==> src/rtl/eng_ctl_pkg.sv <==
// Shared definitions for the encoding-engine job sequencer: default sizes
// and the sequencer state encoding.
package eng_ctl_pkg;

  localparam int CNT_W     = 16;
  localparam int OUTST_MAX = 4;
  localparam int CFG_WAIT  = 2;

  typedef enum logic [2:0] {
    ST_IDLE  = 3'd0,
    ST_ERST  = 3'd1,
    ST_CFG   = 3'd2,
    ST_RUN   = 3'd3,
    ST_DRAIN = 3'd4,
    ST_DONE  = 3'd5
  } eng_seq_state_t;

endpackage

==> src/rtl/eng_wr_credit.sv <==
// Outstanding engine-write credit counter: up on each write request, down on
// each acknowledge, with a limit compare that gates further engine progress.
module eng_wr_credit #(
  parameter int OUTST_MAX = eng_ctl_pkg::OUTST_MAX
) (
  input  logic clk,
  input  logic rst,
  input  logic clear,
  input  logic inc,
  input  logic dec,
  output logic dec_ok,
  output logic credit_avail
);

  localparam int CR_W = $clog2(OUTST_MAX + 1);

  logic [CR_W-1:0] credit_q, credit_d;

  // An acknowledge with nothing outstanding is spurious and must not underflow.
  assign dec_ok       = dec && (credit_q != '0);
  assign credit_avail = credit_q < CR_W'(OUTST_MAX);

  // NOTE: every variable assigned in always_comb gets a default first, so no
  // path through the block can leave it unassigned and infer a latch.
  always_comb begin
    credit_d = credit_q;
    if (clear) begin
      credit_d = '0;
    end else begin
      case ({inc, dec_ok})
        2'b10:   credit_d = credit_q + CR_W'(1);
        2'b01:   credit_d = credit_q - CR_W'(1);
        default: credit_d = credit_q;
      endcase
    end
  end

  // NOTE: sequential state is updated with non-blocking assignments so every
  // flop samples its pre-edge inputs regardless of process ordering.
  always_ff @(posedge clk or posedge rst) begin
    if (rst) credit_q <= '0;
    else     credit_q <= credit_d;
  end

endmodule

==> src/rtl/engine_seq_cntl.sv <==
// Job-level sequencer for the encoding engine: engine reset, config strobe,
// gated input beats, and drain until all output writes are acknowledged.
module engine_seq_cntl #(
  parameter int CNT_W     = eng_ctl_pkg::CNT_W,
  parameter int OUTST_MAX = eng_ctl_pkg::OUTST_MAX,
  parameter int CFG_WAIT  = eng_ctl_pkg::CFG_WAIT
) (
  input  logic             clk,
  input  logic             rst,
  input  logic             job_start,
  input  logic [CNT_W-1:0] job_words,
  input  logic             job_abort,
  output logic             job_busy,
  output logic             job_done,
  output logic             job_err,
  output logic             eng_rstn,
  output logic             cfg_wr,
  output logic             global_reg_wr_en,
  output logic             cntrl_eng_calc_en,
  output logic             cntl_eng_bm_col_din_reg_val,
  input  logic             data_used,
  input  logic             eng_pl_empty,
  input  logic             eng_outbuf_wr_req,
  input  logic             outbuf_eng_wr_ack,
  input  logic             outbuf_eng_full,
  output logic [CNT_W-1:0] in_cnt,
  output logic [CNT_W-1:0] ack_cnt
);

  import eng_ctl_pkg::*;

  localparam int                WAIT_W    = (CFG_WAIT > 1) ? $clog2(CFG_WAIT) : 1;
  localparam logic [WAIT_W-1:0] WAIT_LAST = WAIT_W'(CFG_WAIT - 1);

  eng_seq_state_t    state_q, state_d;
  logic [CNT_W-1:0]  words_q, words_d;
  logic [CNT_W-1:0]  in_cnt_q, in_cnt_d;
  logic [CNT_W-1:0]  ack_cnt_q, ack_cnt_d;
  logic [WAIT_W-1:0] wait_q, wait_d;
  logic busy_q, busy_d, done_q, done_d, err_q, err_d;
  logic eng_rstn_q, eng_rstn_d, cfg_wr_q, cfg_wr_d, glob_q, glob_d;
  logic run_or_drain, start_take, abort_take, ack_ok, credit_avail;

  assign run_or_drain = (state_q == ST_RUN) || (state_q == ST_DRAIN);

  eng_wr_credit #(.OUTST_MAX(OUTST_MAX)) u_credit (
    .clk          (clk),
    .rst          (rst),
    .clear        (start_take),
    .inc          (eng_outbuf_wr_req && run_or_drain),
    .dec          (outbuf_eng_wr_ack && run_or_drain),
    .dec_ok       (ack_ok),
    .credit_avail (credit_avail)
  );

  always_comb begin
    state_d    = state_q;
    words_d    = words_q;
    in_cnt_d   = in_cnt_q;
    ack_cnt_d  = ack_cnt_q;
    wait_d     = wait_q;
    start_take = 1'b0;
    abort_take = 1'b0;

    case (state_q)
      ST_IDLE: if (job_start) begin
        state_d    = ST_ERST;
        words_d    = job_words;
        in_cnt_d   = '0;
        ack_cnt_d  = '0;
        start_take = 1'b1;
      end
      ST_ERST: begin
        state_d = ST_CFG;
        wait_d  = '0;
      end
      ST_CFG: begin
        if (wait_q == WAIT_LAST) state_d = (words_q == '0) ? ST_DONE : ST_RUN;
        else                     wait_d  = wait_q + WAIT_W'(1);
      end
      ST_RUN: if (data_used) begin
        in_cnt_d = in_cnt_q + CNT_W'(1);
        if (in_cnt_q + CNT_W'(1) == words_q) state_d = ST_DRAIN;
      end
      ST_DRAIN: if ((ack_cnt_q == words_q) && eng_pl_empty) state_d = ST_DONE;
      ST_DONE:  state_d = ST_IDLE;
      default:  state_d = ST_IDLE;
    endcase

    if (ack_ok) ack_cnt_d = ack_cnt_q + CNT_W'(1);

    // Abort overrides normal sequencing; the DONE cycle then carries the error.
    if (job_abort && (state_q inside {ST_ERST, ST_CFG, ST_RUN, ST_DRAIN})) begin
      abort_take = 1'b1;
      state_d    = ST_DONE;
    end

    // Registered outputs are decoded from the next state so they align with it.
    busy_d     = (state_d != ST_IDLE);
    done_d     = (state_d == ST_DONE);
    err_d      = abort_take;
    eng_rstn_d = !((state_d == ST_ERST) || abort_take);
    cfg_wr_d   = (state_q == ST_ERST) && (state_d == ST_CFG);
    glob_d     = (state_d == ST_IDLE);
  end

  always_ff @(posedge clk or posedge rst) begin
    if (rst) begin
      state_q    <= ST_IDLE;
      words_q    <= '0;
      in_cnt_q   <= '0;
      ack_cnt_q  <= '0;
      wait_q     <= '0;
      busy_q     <= 1'b0;
      done_q     <= 1'b0;
      err_q      <= 1'b0;
      eng_rstn_q <= 1'b1;
      cfg_wr_q   <= 1'b0;
      glob_q     <= 1'b1;
    end else begin
      state_q    <= state_d;
      words_q    <= words_d;
      in_cnt_q   <= in_cnt_d;
      ack_cnt_q  <= ack_cnt_d;
      wait_q     <= wait_d;
      busy_q     <= busy_d;
      done_q     <= done_d;
      err_q      <= err_d;
      eng_rstn_q <= eng_rstn_d;
      cfg_wr_q   <= cfg_wr_d;
      glob_q     <= glob_d;
    end
  end

  assign job_busy                    = busy_q;
  assign job_done                    = done_q;
  assign job_err                     = err_q;
  assign eng_rstn                    = eng_rstn_q;
  assign cfg_wr                      = cfg_wr_q;
  assign global_reg_wr_en            = glob_q;
  assign in_cnt                      = in_cnt_q;
  assign ack_cnt                     = ack_cnt_q;
  assign cntrl_eng_calc_en           = run_or_drain && !outbuf_eng_full && credit_avail;
  assign cntl_eng_bm_col_din_reg_val = (state_q == ST_RUN);

endmodule

==> config.mk <==
export PLATFORM = sky130hd
export DESIGN_NAME = engine_seq_cntl
export DESIGN_NICKNAME = d
export VERILOG_FILES = /design/src/rtl/eng_ctl_pkg.sv /design/src/rtl/eng_wr_credit.sv /design/src/rtl/engine_seq_cntl.sv
export SDC_FILE = /design/constraint.sdc
export NUM_CORES = 1
export LEC_CHECK = 0
export ABC_AREA = 1
export CORE_UTILIZATION = 53
export DETAILED_ROUTE_END_ITERATION = 8
export GPL_ROUTABILITY_DRIVEN = 0
export PLACE_DENSITY = 0.8
export REMOVE_ABC_BUFFERS = 1
export SLEW_MARGIN = 20
export SYNTH_ARGS = -nofsm -noshare
export SYNTH_HDL_FRONTEND = slang
export SYNTH_HIERARCHICAL = 1
export SYNTH_SLANG_ARGS = --single-unit
==> constraint.sdc <==
create_clock -name clk -period 2.67 [get_ports clk]
set_input_delay 0.267 -clock clk [delete_from_list [all_inputs] [get_ports clk]]
set_output_delay 0.267 -clock clk [all_outputs]
set_load 0.03 [all_outputs]
# After elaboration in Yosys (flattened, before gate mapping)

Index checks and enable logic that the tools add are counted.

Register bits: 61
Input bits: 25
Output and inout bits: 40
Word-level logic and storage cells: 77

Add/sub/neg operators: 5
Magnitude comparators: 1
Eq/ne operators: 13
Muxes and demuxes: 20
Reductions and logical operators: 26

Operator list:

| operator                                          | count |
|---|---|
| two-way mux 16 bit                                | 4 |
| adder 16 x 1 -> 16 bit, second input constant     | 2 |
| == test 16 bit                                    | 2 |
| one-hot mux 16 bit (2 select lines)               | 1 |
| two-way mux 3 bit                                 | 8 |
| zero test 16 bit                                  | 1 |
| one-hot mux 3 bit (5 select lines)                | 1 |
| == test 3 x 2 -> 1 bit, second input constant     | 3 |
| nonzero test 3 bit                                | 3 |
| logical AND 1 bit                                 | 8 |
| nonzero test 2 bit                                | 4 |
| == test 3 x 1 -> 1 bit, second input constant     | 2 |
| == test 3 bit, second input constant              | 2 |
| zero test 3 bit                                   | 2 |
| one-hot mux 3 bit (2 select lines)                | 1 |
| two-way mux 1 bit                                 | 4 |
| AND reduction 2 bit                               | 2 |
| nonzero test 4 bit                                | 1 |
| adder 3 x 1 -> 3 bit, second input constant       | 1 |
| less-than comparator 3 bit, second input constant | 1 |
| AND reduction 3 bit                               | 1 |
| subtractor 3 x 1 -> 3 bit, second input constant  | 1 |
| == test 2 x 1 -> 1 bit, second input constant     | 1 |
| == test 2 bit, second input constant              | 1 |
| 6 further kinds                                   | 8 |

# Longest topological paths before layout

Depth in word-level cells: 9
Depth in mapped cells: 17
Gate-level depth less buffers: 17

# Cells and area by module

Netlist, hierarchy kept.

Modules (own cells, without submodules):

| module          | times used | cells an instance | area an instance (sq um) | seq. area each (sq um) |
|---|---|---|---|---|
| engine_seq_cntl | 1          | 461               | 3439.5                   | 1453.9 |
| eng_wr_credit   | 1          | 32                | 234.0                    | 75.1 |

# Least setup slack after synthesis

Ideal clock, no wire load.

Kind: flip-flop to flip-flop
Start point: reg state_q[2]
End point: reg ack_cnt_q[13], in the netlist ack_cnt[13]
Setup time: 0.078 ns
Arrival time: 3.048 ns
Slack: -0.456 ns
Stages on the path, launching flop included: 15
Cells stage by stage: dfrtp_1 > nor3_1 > a21oi_1 > nor2_1 > nand2_2 > inv_1 > clkbuf_2 > inv_1 > nor3_1 > nand3_1 > nor2_1 > nand2_1 > nor2_1 > a21oi_1 > a21oi_1

Word-level cells in the longest chain between the ends: 6
Elaborated cells between the ends (all ways): 10

RTL lines:

| element                              | line                   | RTL |
|---|---|---|
| from (decl)                          | engine_seq_cntl.sv:35  | `eng_seq_state_t state_q, state_d;` |
| from (signal assigned)               | engine_seq_cntl.sv:121 | `state_q <= state_d;` |
| == test 3 x 2 -> 1 bit *             | --                     |  |
| net cntl_eng_bm_col_din_reg_val      | engine_seq_cntl.sv:20  | `output logic cntl_eng_bm_col_din_reg_val,` |
| logical OR 1 bit *                   | engine_seq_cntl.sv:44  | `assign run_or_drain = (state_q == ST_RUN) \|\| (state_q == ST_DRAIN);` |
| logical AND 1 bit *                  | engine_seq_cntl.sv:51  | `.dec (outbuf_eng_wr_ack && run_or_drain),` |
| logical AND 1 bit *                  | eng_wr_credit.sv:20    | `assign dec_ok = dec && (credit_q != '0);` |
| net ack_ok                           | engine_seq_cntl.sv:42  | `logic run_or_drain, start_take, abort_take, ack_ok, credit_avail;` |
| nonzero test 2 bit (no source line)  | --                     |  |
| AND reduction 2 bit (no source line) | --                     |  |
| to (signal assigned)                 | engine_seq_cntl.sv:124 | `ack_cnt_q <= ack_cnt_d;` |
| to (decl)                            | engine_seq_cntl.sv:38  | `logic [CNT_W-1:0] ack_cnt_q, ack_cnt_d;` |

Mark *: on every way through the listed nets, which the timed path passes. The rest lies on a longest branch.
A chain may end at the register's enable or synchronous reset.

# Worst setup path after layout

Start point: reg in_cnt_q[0], in the netlist in_cnt[0]
End point: reg done_q, in the netlist job_done

Word-level cells in the longest chain between the ends: 7

RTL lines:

| element                            | line                   | RTL |
|---|---|---|
| from (decl)                        | engine_seq_cntl.sv:37  | `logic [CNT_W-1:0] in_cnt_q, in_cnt_d;` |
| from (signal assigned)             | engine_seq_cntl.sv:123 | `in_cnt_q <= in_cnt_d;` |
| adder 16 x 1 -> 16 bit             | engine_seq_cntl.sv:83  | `if (in_cnt_q + CNT_W'(1) == words_q) state_d = ST_DRAIN;` |
| == test 16 bit                     | engine_seq_cntl.sv:83  |  |
| two-way mux 3 bit                  | engine_seq_cntl.sv:83  |  |
| two-way mux 3 bit                  | engine_seq_cntl.sv:81  | `ST_RUN: if (data_used) begin` |
| one-hot mux 3 bit (5 select lines) | engine_seq_cntl.sv:65  | `case (state_q)` |
| two-way mux 3 bit                  | engine_seq_cntl.sv:93  | `if (job_abort && (state_q inside {ST_ERST, ST_CFG, ST_RUN, ST_DRAIN})) begin` |
| net state_d[0]                     | engine_seq_cntl.sv:35  |  |
| == test 3 bit                      | engine_seq_cntl.sv:100 | `done_d = (state_d == ST_DONE);` |
| net done_d                         | engine_seq_cntl.sv:40  | `logic busy_q, busy_d, done_q, done_d, err_q, err_d;` |
| to (signal assigned)               | engine_seq_cntl.sv:127 | `done_q <= done_d;` |
| to (decl)                          | engine_seq_cntl.sv:40  |  |

The timed path passes the listed nets, and every way through them passes these cells.

==> impl_metrics.env <==
export IMPL_drt_first_pass_iters=6
export IMPL_ctsHoldBuffers=0
export IMPL_power_density_nw_per_um2=876
export IMPL_clkTransAtPathRegs_ns=0.07
export IMPL_wirelength_um=10200
export IMPL_drv_slew=0
export IMPL_synth_warning_count=6
export IMPL_drtAntennaViolNets=0
export IMPL_slew_headroom=0.600
export IMPL_dpl_cell_count=636
export IMPL_cts_root_buffer_cell="clkbuf_8"
export IMPL_grtUsageMet2=0.500
export IMPL_place_worst_setup_slack_ns=0.269
export IMPL_grt_usage=0.294
export IMPL_ys_ff_latch=61
export IMPL_start_kind="flip-flop"
export IMPL_critical_path_class="reg2reg"
export IMPL_hp_class="in2async"
export IMPL_dp_final_hpwl_um=7540
export IMPL_status="complete, no violations"
export IMPL_min_period_ns=2.46
export IMPL_htreeDepth=3
export IMPL_cts_tree="built"
export IMPL_grt_use_met3=0.0545
export IMPL_setup_ws_ns=0.214
export IMPL_top_usage_layer="met2"
export IMPL_fp_dieW_um=85.3
export IMPL_ioPinCount=65
export IMPL_cts_buffer_depth=2
export IMPL_multi_input_area_sq_um=1840
export IMPL_cts_made_buffers=9
export IMPL_drc=0
export IMPL_drive_gt1_frac=0.0800
export IMPL_core_area_sq_um=6530
export IMPL_clock_latency_ns=0.34
export IMPL_seqCellArea_sq_um=1530
export IMPL_post_cts_resized=0
export IMPL_hold_viol=0
export IMPL_cp_end_kind="flip-flop"
export IMPL_p_leak_uw=0.00217
export IMPL_setup_tns_ns=0
export IMPL_tightestPinTransition_ns=0.600
export IMPL_drt_iter0_drc=329
export IMPL_syn_to_final_growth_pct=27.4
export IMPL_arrival_ns=2.69
export IMPL_layout_nets=598
export IMPL_cap_violations=0
export IMPL_met1_usage=0.378
export IMPL_rows=29
export IMPL_routed_via_density=5.85
export IMPL_rsz0062_at_grt="no"
export IMPL_numPortBuffers=64
export IMPL_post_cts_buffers=0
export IMPL_die_area_sq_um=7270
export IMPL_fin_crit_sh=0.920
export IMPL_seq_area_frac_synth=0.416
export IMPL_cts_sinks=61
export IMPL_fmax_mhz=407
export IMPL_ir_worst_vdd_mv=0.714
export IMPL_grt_max_degree=33
export IMPL_layoutNonFillerInstCount=652
export IMPL_netlist_area_sq_um=3670
export IMPL_grt_ovfl_total=0
export IMPL_finalSetupViolations=0
export IMPL_ys_types=35
export IMPL_syn_mean_instance_area_sq_um=7.45
export IMPL_antenna_found_initial=0
export IMPL_fill_cells=519
export IMPL_grt_pass1_vias=3514
export IMPL_num_antenna_cells=0
export IMPL_fin_skew_ns=0.00876
export IMPL_vias=3812
export IMPL_wl_per_cell_um=15.6
export IMPL_required_ns=2.90
export IMPL_die_h_um=85.3
export IMPL_initial_core_util=0.562
export IMPL_grt_pass1_wl_um=16500
export IMPL_crit_path_max_fanout=8
export IMPL_syn_inst=493
==> logic make-up after synthesis <==
logic type | count (synthesis) | share of synthesized area
fa+ha+maj | 3 | 0.0123
xor+xnor | 15 | 0.0559
buf+inv | 82 | 0.0841
simple gates | 258 | 0.319
flops | 61 | 0.416
compound gates | 74 | 0.112
==> per-stage QoR <==
| step | cell area (sq um) | utilization | total power, uW | hold WS [ns] |
|---|---|---|---|---|
| 2_1_floorplan | 3650 | - | 2580 | 0.0206 |
| 3_3_place_gp | 4460 | 0.683 | 3100 | 0.502 |
| 3_5_place_dp | 4460 | 0.683 | 3160 | 0.509 |
| 4_1_cts | 4680 | 0.716 | 4090 | 0.143 |
| 5_1_grt | 4680 | 0.716 | 4360 | 0.180 |
| 6_report | 4680 | 0.716 | 4100 | 0.147 |
==> cells in the final DEF, fill, tap and decap left out, types with 3 or more instances in the layout <==
| cell | synthesis | final |
|---|---|---|
| clkbuf_8 | 0 | 10 |
| nor3_1 | 3 | 3 |
| xnor3_1 | 3 | 3 |
| nand2_2 | 4 | 4 |
| nor2_2 | 3 | 3 |
| o21ai_0 | 36 | 36 |
| nand3_2 | 3 | 3 |
| o22ai_1 | 19 | 19 |
| buf_4 | 0 | 7 |
| nand4_1 | 19 | 19 |
| nor2_1 | 44 | 44 |
| inv_1 | 72 | 71 |
| nand3_1 | 53 | 53 |
| inv_2 | 2 | 3 |
| a21oi_1 | 13 | 13 |
| xor2_1 | 9 | 9 |
| clkdlybuf4s50_1 | 0 | 64 |
| dfrtp_1 | 59 | 57 |
| nor4_1 | 4 | 4 |
| nor2_4 | 3 | 3 |
| nand2_1 | 116 | 116 |
==> area by class of cell <==
type / count / share of cell area
Multi-Input combinational cell: 350 / 0.392
Sequential cell: 61 / 0.327
Timing Repair Buffer: 72 / 0.152
Inverter: 76 / 0.0610
Clock buffer: 12 / 0.0310
Tap cell: 77 / 0.0206
Clock inverter: 4 / 0.0155
==> metal layers <==
layer,vias up,share of wire
met3,28,0.092
met1,1770,0.41
li1,1789,-
met2,225,0.48
met5,-,0
met4,0,0.020
==> worst paths after layout <==
path	startpoint	to	slack, ns	cells after the start
max	in_cnt[0]	job_done	0.21	16
min	rst	u_credit/credit_q[1]	0.15	2
max reg2reg	in_cnt[0]	job_done	0.21	16
min reg2reg	ack_cnt[15]	ack_cnt[15]	0.56	1
max in group asynchronous	rst	eng_rstn	1.67	3
min in group clk	job_words[1]	words_q[1]	0.49	3
==> critical path: stages, from the launching register on <==
cell and delay (ns):
dfrtp_2 0.46, ha_1 0.22, nand2_1 0.14, nor2_4 0.23, nand2_1 0.13, nand3_1 0.12
nand2_1 0.07, nor2_1 0.11, nand2_1 0.08, nor2_1 0.14, nand2_1 0.07, nor2_1 0.10
nand3_1 0.09, nand2_1 0.11, nand3_1 0.15, nand2_1 0.10, nor2_1 0.04
==> sequential cells by signal (all words and copies together) (netlist names) <==
name	count
u_credit/credit_q	3
in_cnt	16
job_done	1
cfg_wr	1
wait_q	1
words_q	16
state_q	3
job_err	1
eng_rstn	1
global_reg_wr_en	1
ack_cnt	16
job_busy	1
==> Yosys cell counts <==
cell	instances	area, sq um
nand2_1	116	435
o31ai_1	1	7.51
dfrtp_1	59	1480
nand3_1	53	265
a22o_1	1	8.76
nor3_1	3	15.0
a22oi_1	2	15.0
or2_2	2	12.5
nor3b_1	2	15.0
nor4_1	4	25.0
clkbuf_2	1	5.00
nor2_4	3	33.8
nor2_2	3	18.8
clkinv_1	2	7.51
nor2_1	44	165
inv_2	2	7.51
xnor3_4	1	26.3
o31a_1	1	8.76
dfstp_2	2	52.6
nand3_2	3	30.0
inv_1	72	270
clkbuf_1	5	18.8
o21ai_0	36	180
xnor2_1	1	8.76
xnor3_2	1	23.8
o22ai_1	19	119
ha_1	2	25.0
xor2_1	9	78.8
a32oi_1	1	8.76
nand4_1	19	119
fa_1	1	20.0
nand2_2	4	25.0
and3_1	2	12.5
a21oi_1	13	65.1
xnor3_1	3	67.6
==> report_power, final <==
part           internal (uW)  switching [uW]  leakage [uW]
Clock                    551             375      0.000107
Combinational            688            1090       0.00127
Sequential              1170             226      0.000797
Total                   2410            1690       0.00217
No activity file was read; power rests on OpenSTA's default activity.
